### src/rtl/cpu_pkg.sv
// Shared definitions for the 16-bit five-stage core: opcodes, register
// index width and the front-end sequencer state type.
package cpu_pkg;

  localparam int REG_BITS = 4;

  localparam logic [3:0] OP_MUL = 4'b0100;
  localparam logic [3:0] OP_DIV = 4'b0101;
  localparam logic [3:0] OP_LW  = 4'b1010;
  localparam logic [3:0] OP_SW  = 4'b1100;

  typedef enum logic {
    RUN     = 1'b0,
    MD_WAIT = 1'b1
  } pc_state_t;

  // True for opcodes that occupy EX for several cycles.
  function automatic logic is_muldiv(input logic [3:0] op);
    return (op == OP_MUL) || (op == OP_DIV);
  endfunction

endpackage

### src/rtl/sat_counter16.sv
// 16-bit up counter that sticks at all-ones; clear has priority over increment.
module sat_counter16 (
  input  logic        clk,
  input  logic        rst_n,
  input  logic        clr_i,
  input  logic        inc_i,
  output logic [15:0] count_o
);

  logic [15:0] count_q;
  logic [15:0] count_d;

  // Next count: clear wins, otherwise increment unless already saturated.
  always_comb begin
    count_d = count_q;
    if (clr_i) begin
      count_d = 16'h0000;
    end else if (inc_i && (count_q != 16'hFFFF)) begin
      count_d = count_q + 16'd1;
    end
  end

  // Count register.
  always_ff @(posedge clk or negedge rst_n) begin
    if (!rst_n) begin
      count_q <= 16'h0000;
    end else begin
      count_q <= count_d;
    end
  end

  assign count_o = count_q;

endmodule

### src/rtl/pipeline_control.sv
// Front-end stall/flush sequencer: handles load-use stalls, taken-branch
// flushes and fixed-latency MUL/DIV occupancy of EX, and counts stall cycles.
module pipeline_control
  import cpu_pkg::*;
#(
  parameter int REG_BITS      = cpu_pkg::REG_BITS,
  parameter int MULDIV_CYCLES = 8
) (
  input  logic                clk,
  input  logic                rst_n,
  input  logic                id_valid,
  input  logic [3:0]          id_opcode,
  input  logic [REG_BITS-1:0] id_rs1,
  input  logic [REG_BITS-1:0] id_rs2,
  input  logic                id_uses_rs1,
  input  logic                id_uses_rs2,
  input  logic                ex_mem_read,
  input  logic [REG_BITS-1:0] ex_rd,
  input  logic                ex_branch_taken,
  input  logic                stat_clear,
  output logic                pc_write,
  output logic                ifid_write,
  output logic                ifid_flush,
  output logic                idex_bubble,
  output logic                muldiv_start,
  output logic                muldiv_busy,
  output logic [15:0]         stall_cycles
);

  localparam logic [3:0] MD_LOAD = 4'(MULDIV_CYCLES - 1);

  pc_state_t  state_q, state_d;
  logic [3:0] md_cnt_q, md_cnt_d;
  logic       load_use;
  logic       rs1_hit;
  logic       rs2_hit;

  // Register 0 is hardwired, so a zero destination never creates a hazard.
  assign rs1_hit  = id_uses_rs1 && (id_rs1 == ex_rd);
  assign rs2_hit  = id_uses_rs2 && (id_rs2 == ex_rd);
  assign load_use = ex_mem_read && id_valid && (ex_rd != '0) && (rs1_hit || rs2_hit);

  // Next state and same-cycle control outputs; outputs stay at their
  // reset values while rst_n is low.
  always_comb begin
    state_d      = state_q;
    md_cnt_d     = md_cnt_q;
    pc_write     = 1'b1;
    ifid_write   = 1'b1;
    ifid_flush   = 1'b0;
    idex_bubble  = 1'b0;
    muldiv_start = 1'b0;
    muldiv_busy  = 1'b0;
    if (rst_n) begin
      unique case (state_q)
        RUN: begin
          if (ex_branch_taken) begin
            ifid_flush  = 1'b1;
            idex_bubble = 1'b1;
          end else if (load_use) begin
            pc_write    = 1'b0;
            ifid_write  = 1'b0;
            idex_bubble = 1'b1;
          end else if (id_valid && is_muldiv(id_opcode)) begin
            // The MUL/DIV itself advances into EX this cycle.
            muldiv_start = 1'b1;
            pc_write     = 1'b0;
            ifid_write   = 1'b0;
            md_cnt_d     = MD_LOAD;
            state_d      = MD_WAIT;
          end
        end
        MD_WAIT: begin
          pc_write    = 1'b0;
          ifid_write  = 1'b0;
          idex_bubble = 1'b1;
          muldiv_busy = 1'b1;
          md_cnt_d    = md_cnt_q - 4'd1;
          if (md_cnt_q <= 4'd1) begin
            state_d = RUN;
          end
        end
        default: state_d = RUN;
      endcase
    end
  end

  // FSM state and MUL/DIV occupancy counter.
  always_ff @(posedge clk or negedge rst_n) begin
    if (!rst_n) begin
      state_q  <= RUN;
      md_cnt_q <= 4'd0;
    end else begin
      state_q  <= state_d;
      md_cnt_q <= md_cnt_d;
    end
  end

  sat_counter16 u_stall_cnt (
    .clk     (clk),
    .rst_n   (rst_n),
    .clr_i   (stat_clear),
    .inc_i   (~pc_write),
    .count_o (stall_cycles)
  );

endmodule

### config.mk
export PLATFORM = sky130hd
export DESIGN_NAME = pipeline_control
export DESIGN_NICKNAME = d
export VERILOG_FILES = /design/src/rtl/cpu_pkg.sv /design/src/rtl/sat_counter16.sv /design/src/rtl/pipeline_control.sv
export SDC_FILE = /design/constraint.sdc
export NUM_CORES = 1
export LEC_CHECK = 0
export CORE_MARGIN = 10
export CORE_UTILIZATION = 43
export CTS_BUF_LIST = sky130_fd_sc_hd__clkbuf_16
export CTS_CLUSTER_SIZE = 12
export DETAILED_ROUTE_END_ITERATION = 8
export HOLD_SLACK_MARGIN = 0.1
export PLACE_DENSITY = 0.88
export SLEW_MARGIN = 20
export SYNTH_ARGS = -nofsm -noshare
export SYNTH_HDL_FRONTEND = slang
export SYNTH_SLANG_ARGS = --single-unit
### constraint.sdc
create_clock -name clk -period 2.1 [get_ports clk]
set_input_delay 0.315 -clock clk [delete_from_list [all_inputs] [get_ports clk]]
set_output_delay 0.315 -clock clk [all_outputs]
set_load 0.005 [all_outputs]
==> summary.md <==
| Metric | Value |
|---|---|
| Main combinational cell family by area after synthesis | `simple AND/OR/NAND/NOR gates` |
| Via count | `~1.6k` |
| Busiest grt layer | `met2` |
| Number of port buffers | `44` |
| Fillers | `275` |
| Non-filler instance count after layout | `283` |
| Hold Slack | `roughly 0.26 ns` |
| Setup TNS | `0 ns` |
| R2r startpoint | `u_stall_cnt.count_o[12]$_DFFE_PN0P_` |
| Die area | `0.00639 mm2` |
| Area Overhead vs Synth | `48.7%` |
| Final #Nets | `265` |
| Yosys Warn Count | `0` |
| Area leader, netlist | `dfrtp_1` |
| 1st-pass router iterations | `4` |
| Met3 Track Usage GR | `0.0484` |
| Worst-skew pair later-pin latency | `around 0.26 ns` |
| Post-synth EDFFs | `0` |
| Crit path capture | `pc_write` |
| Worst reg2reg path endpoint | `u_stall_cnt.count_o[12]$_DFFE_PN0P_` |
| Startpoint types | `input pin` |
| Number of DRC markers in iteration 0 | `93` |
| Synth Cell Area | `between 0.0015 and 0.002 mm2` |
| CP max FO | `2` |
| RSZ-0062 raised after global routing | `yes` |
| Proportion of layout cells with a drive suffix above 1 | `0.270` |
| Synth Area in Simple Gates | `0.271` |
| Worst r2r path cells | `6` |
| DP Wirelength | `3340 um` |
| Post-Syn Area per Cell | `9.09 um2` |
| Final Util | `0.673` |
| Top FF cell, synth | `dfrtp_1` |
| Final WL | `4380 um` |
| Antenna diodes | `0` |
| Post-synthesis adder-cell area fraction | `0.0243` |
| Compound-Gate Fraction of Synth Area | `0.179` |
| Fin. max-slew vios | `0` |
| Initial Util | `0.452` |
| Clock Tree Root | `clkbuf_16` |
| CTS sink cnt | `21` |
| CP Capture Type | `output pin` |
| H-Tree Level Count | `1` |
| Pwr per Cell Area | `557 mW/mm2` |
| Peak VDD IR | `382 uV` |
| Vias in the first global route | `roughly 1.6k` |
| CP Class | `input pin to output pin` |
| CTS Buffer Depth | `2` |
| Max_cap viols | `0` |
| R2R Setup Slk | `0.07 ns` |
| Average wire per standard cell | `15.5 um` |
| Initial antenna violation count | `0` |
| Period utilization | `0.973` |
| Post-Synth XOR/XNOR Area | `0.0567` |
| Final Hold Viols | `0` |
| Met1 usage | `0.145` |
| RD Place Congestion | `between 0.8 and 0.9` |
| Core footprint | `0.00342 mm2` |
| Achievable Freq | `490 MHz` |
| # hold bufs at CTS | `0` |
| Worst-Margin Slew | `0.515 ns` |
| Vias per cell | `approximately 5.5` |
| Io pins | `46` |
| DP Worst Slack | `-0.678 ns` |
| Share of flip-flops with an asynchronous set or reset | `1.00` |
| Clock transition at the registers of the reported paths | `0.06 ns` |
| Placed Instances | `around 280` |
| Setup Skew | `0.00104 ns` |
| Seq/Total Area, Yosys | `0.340` |
| First-pass GRT wire length | `7280 um` |
| Crit path from | `id_opcode[3]` |
| Mux cell area share after synthesis | `0.0874` |
| Grt met2 use | `0.242` |
| Status | `completed` |
| Number of synthesized register bits | `21` |
| Syn Inst Count | `170` |
| Most frequent cells after synthesis | `dfrtp_1 (21), nor2_1 (16), nand2_1 (14), nor2b_1 (12), mux2_1 (10)` |
| CTS Buf Count | `3` |
| Endpoints failing setup | `0` |
| Pleak | `1.01 nW` |
| Share of the synthesized area in the top cell type | `0.340` |
| Period minus WS final | `2.04 ns` |
| Multi-input logic area | `0.00102 mm2` |
| GRT Total Usage | `0.139` |
| Rel. slew slack | `0.654` |
| Min-Delay Path Class | `input pin to asynchronous set/reset pin` |
| Final worst slack | `about 0.057 ns` |
| DRC viols | `0` |
| Post-route ant nets | `0` |
| Critical path required time | `1.78 ns` |
| Crit path arrival time | `1.73 ns` |
| Die Width | `79.9 um` |
| Register area | `526 um2` |
| Synth unique cells | `43` |
| Count leader, synth | `dfrtp_1` |
| CTS tree | `built` |
| Row count | `21` |
| Pin count of the biggest net entering global routing | `29` |
| Grt total ovfl | `0` |
| Syn Nets | `about 200` |
| Die height | `about 80 um` |
| Largest cells by area after synthesis | `dfrtp_1 (34%), mux2_1 (7.3%), nor2b_1 (4.9%)` |
==> per-stage QoR <==
stage | power [mW] | cell area [um2]
finish | 1.28 | 2300
detailed placement | 0.887 | 2170
CTS | 1.29 | 2260
global route | 1.36 | 2300
floorplan | 0.682 | 1550
global placement | 0.865 | 2170
==> per-layer routing <==
layer,wire [um],part of all wire
met3,346,0.079
met1,1750,0.40
met5,0,0
met4,107,0.024
met2,2170,0.50
==> critical path, stage by stage <==
cell	delay, ns
clkdlybuf4s50_1	0.42
nor4bb_2	0.34
nand2_1	0.15
inv_2	0.09
o31ai_4	0.07
and2_4	0.15
clkdlybuf4s15_1	0.20
==> report_power, final <==
| group | switching [mW] | leakage (nW) | internal [mW] |
|---|---|---|---|
| logic | 0.177 | 0.687 | 0.191 |
| registers | 0.0529 | 0.284 | 0.455 |
| clock network | 0.149 | 0.0423 | 0.254 |
==> layout by cell type (no fill, tap or decap), drive strengths merged <==
cell type      count
a21boi             1
dlygate4sd2        8
nand2b             1
mux2              12
o31ai              1
xnor2              3
a21o               4
clkdlybuf4s15      2
a211oi             7
ha                 3
and4               4
nor4               4
or3                1
a21oi              8
nand4              3
and2               2
a41o               1
and3               4
o211ai             4
and2b              1
clkdlybuf4s50     26
o21ai              5
nand3              8
nor3               4
inv                5
nor2              16
clkbuf             4
a41oi              1
nor4bb             1
nor2b             12
buf               35
nand2             14
o31a               1
a22oi              1
a21bo              1
xor2               7
dfrtp             21
or2                1
==> worst min path at each step <==
stage,startpoint,endpoint,cells past startpoint
2_1_floorplan,rst_n,md_cnt_q[0]$_DFFE_PN0P_,0
3_3_place_gp,md_cnt_q[3]$_DFFE_PN0P_,md_cnt_q[3]$_DFFE_PN0P_,2
3_5_place_dp,md_cnt_q[3]$_DFFE_PN0P_,md_cnt_q[3]$_DFFE_PN0P_,2
4_1_cts,rst_n,state_q$_DFFE_PN0P_,3
5_1_grt,rst_n,state_q$_DFFE_PN0P_,3
6_report,rst_n,md_cnt_q[3]$_DFFE_PN0P_,2
==> cells by family (layout without fill, tap and decap cells) <==
| kind of cell | count (synthesis) | in the layout |
|---|---|---|
| AND/OR/NAND/NOR | 76 | 76 |
| AO/OA/AOI/OAI | 35 | 35 |
| flip-flops | 21 | 21 |
| buffers and inverters | 13 | 80 |
| multiplexers | 12 | 12 |
| XOR/XNOR | 10 | 10 |
| adder cells (fa/ha/maj) | 3 | 3 |
==> sequential cells by signal, indices dropped and copies added, names as in the netlist <==
name	cells
u_stall_cnt.count_o	16
state_q	1
md_cnt_q	4
==> cell type report <==
class	instances	share of cell area
Timing Repair Buffer	72	0.263
Clock inverter	1	0.00163
Inverter	4	0.00654
Multi-Input combinational cell	136	0.443
Clock buffer	3	0.0327
Sequential cell	21	0.229
Tap cell	46	0.0251
==> repair_timing <==
item | CTS | global route
endpoints found under the setup margin | 19 | 12
pin swaps | 16 | 10
gates resized for setup | 51 | 9
buffers inserted | 2 | 2
Power figures use the tool's default switching activity.
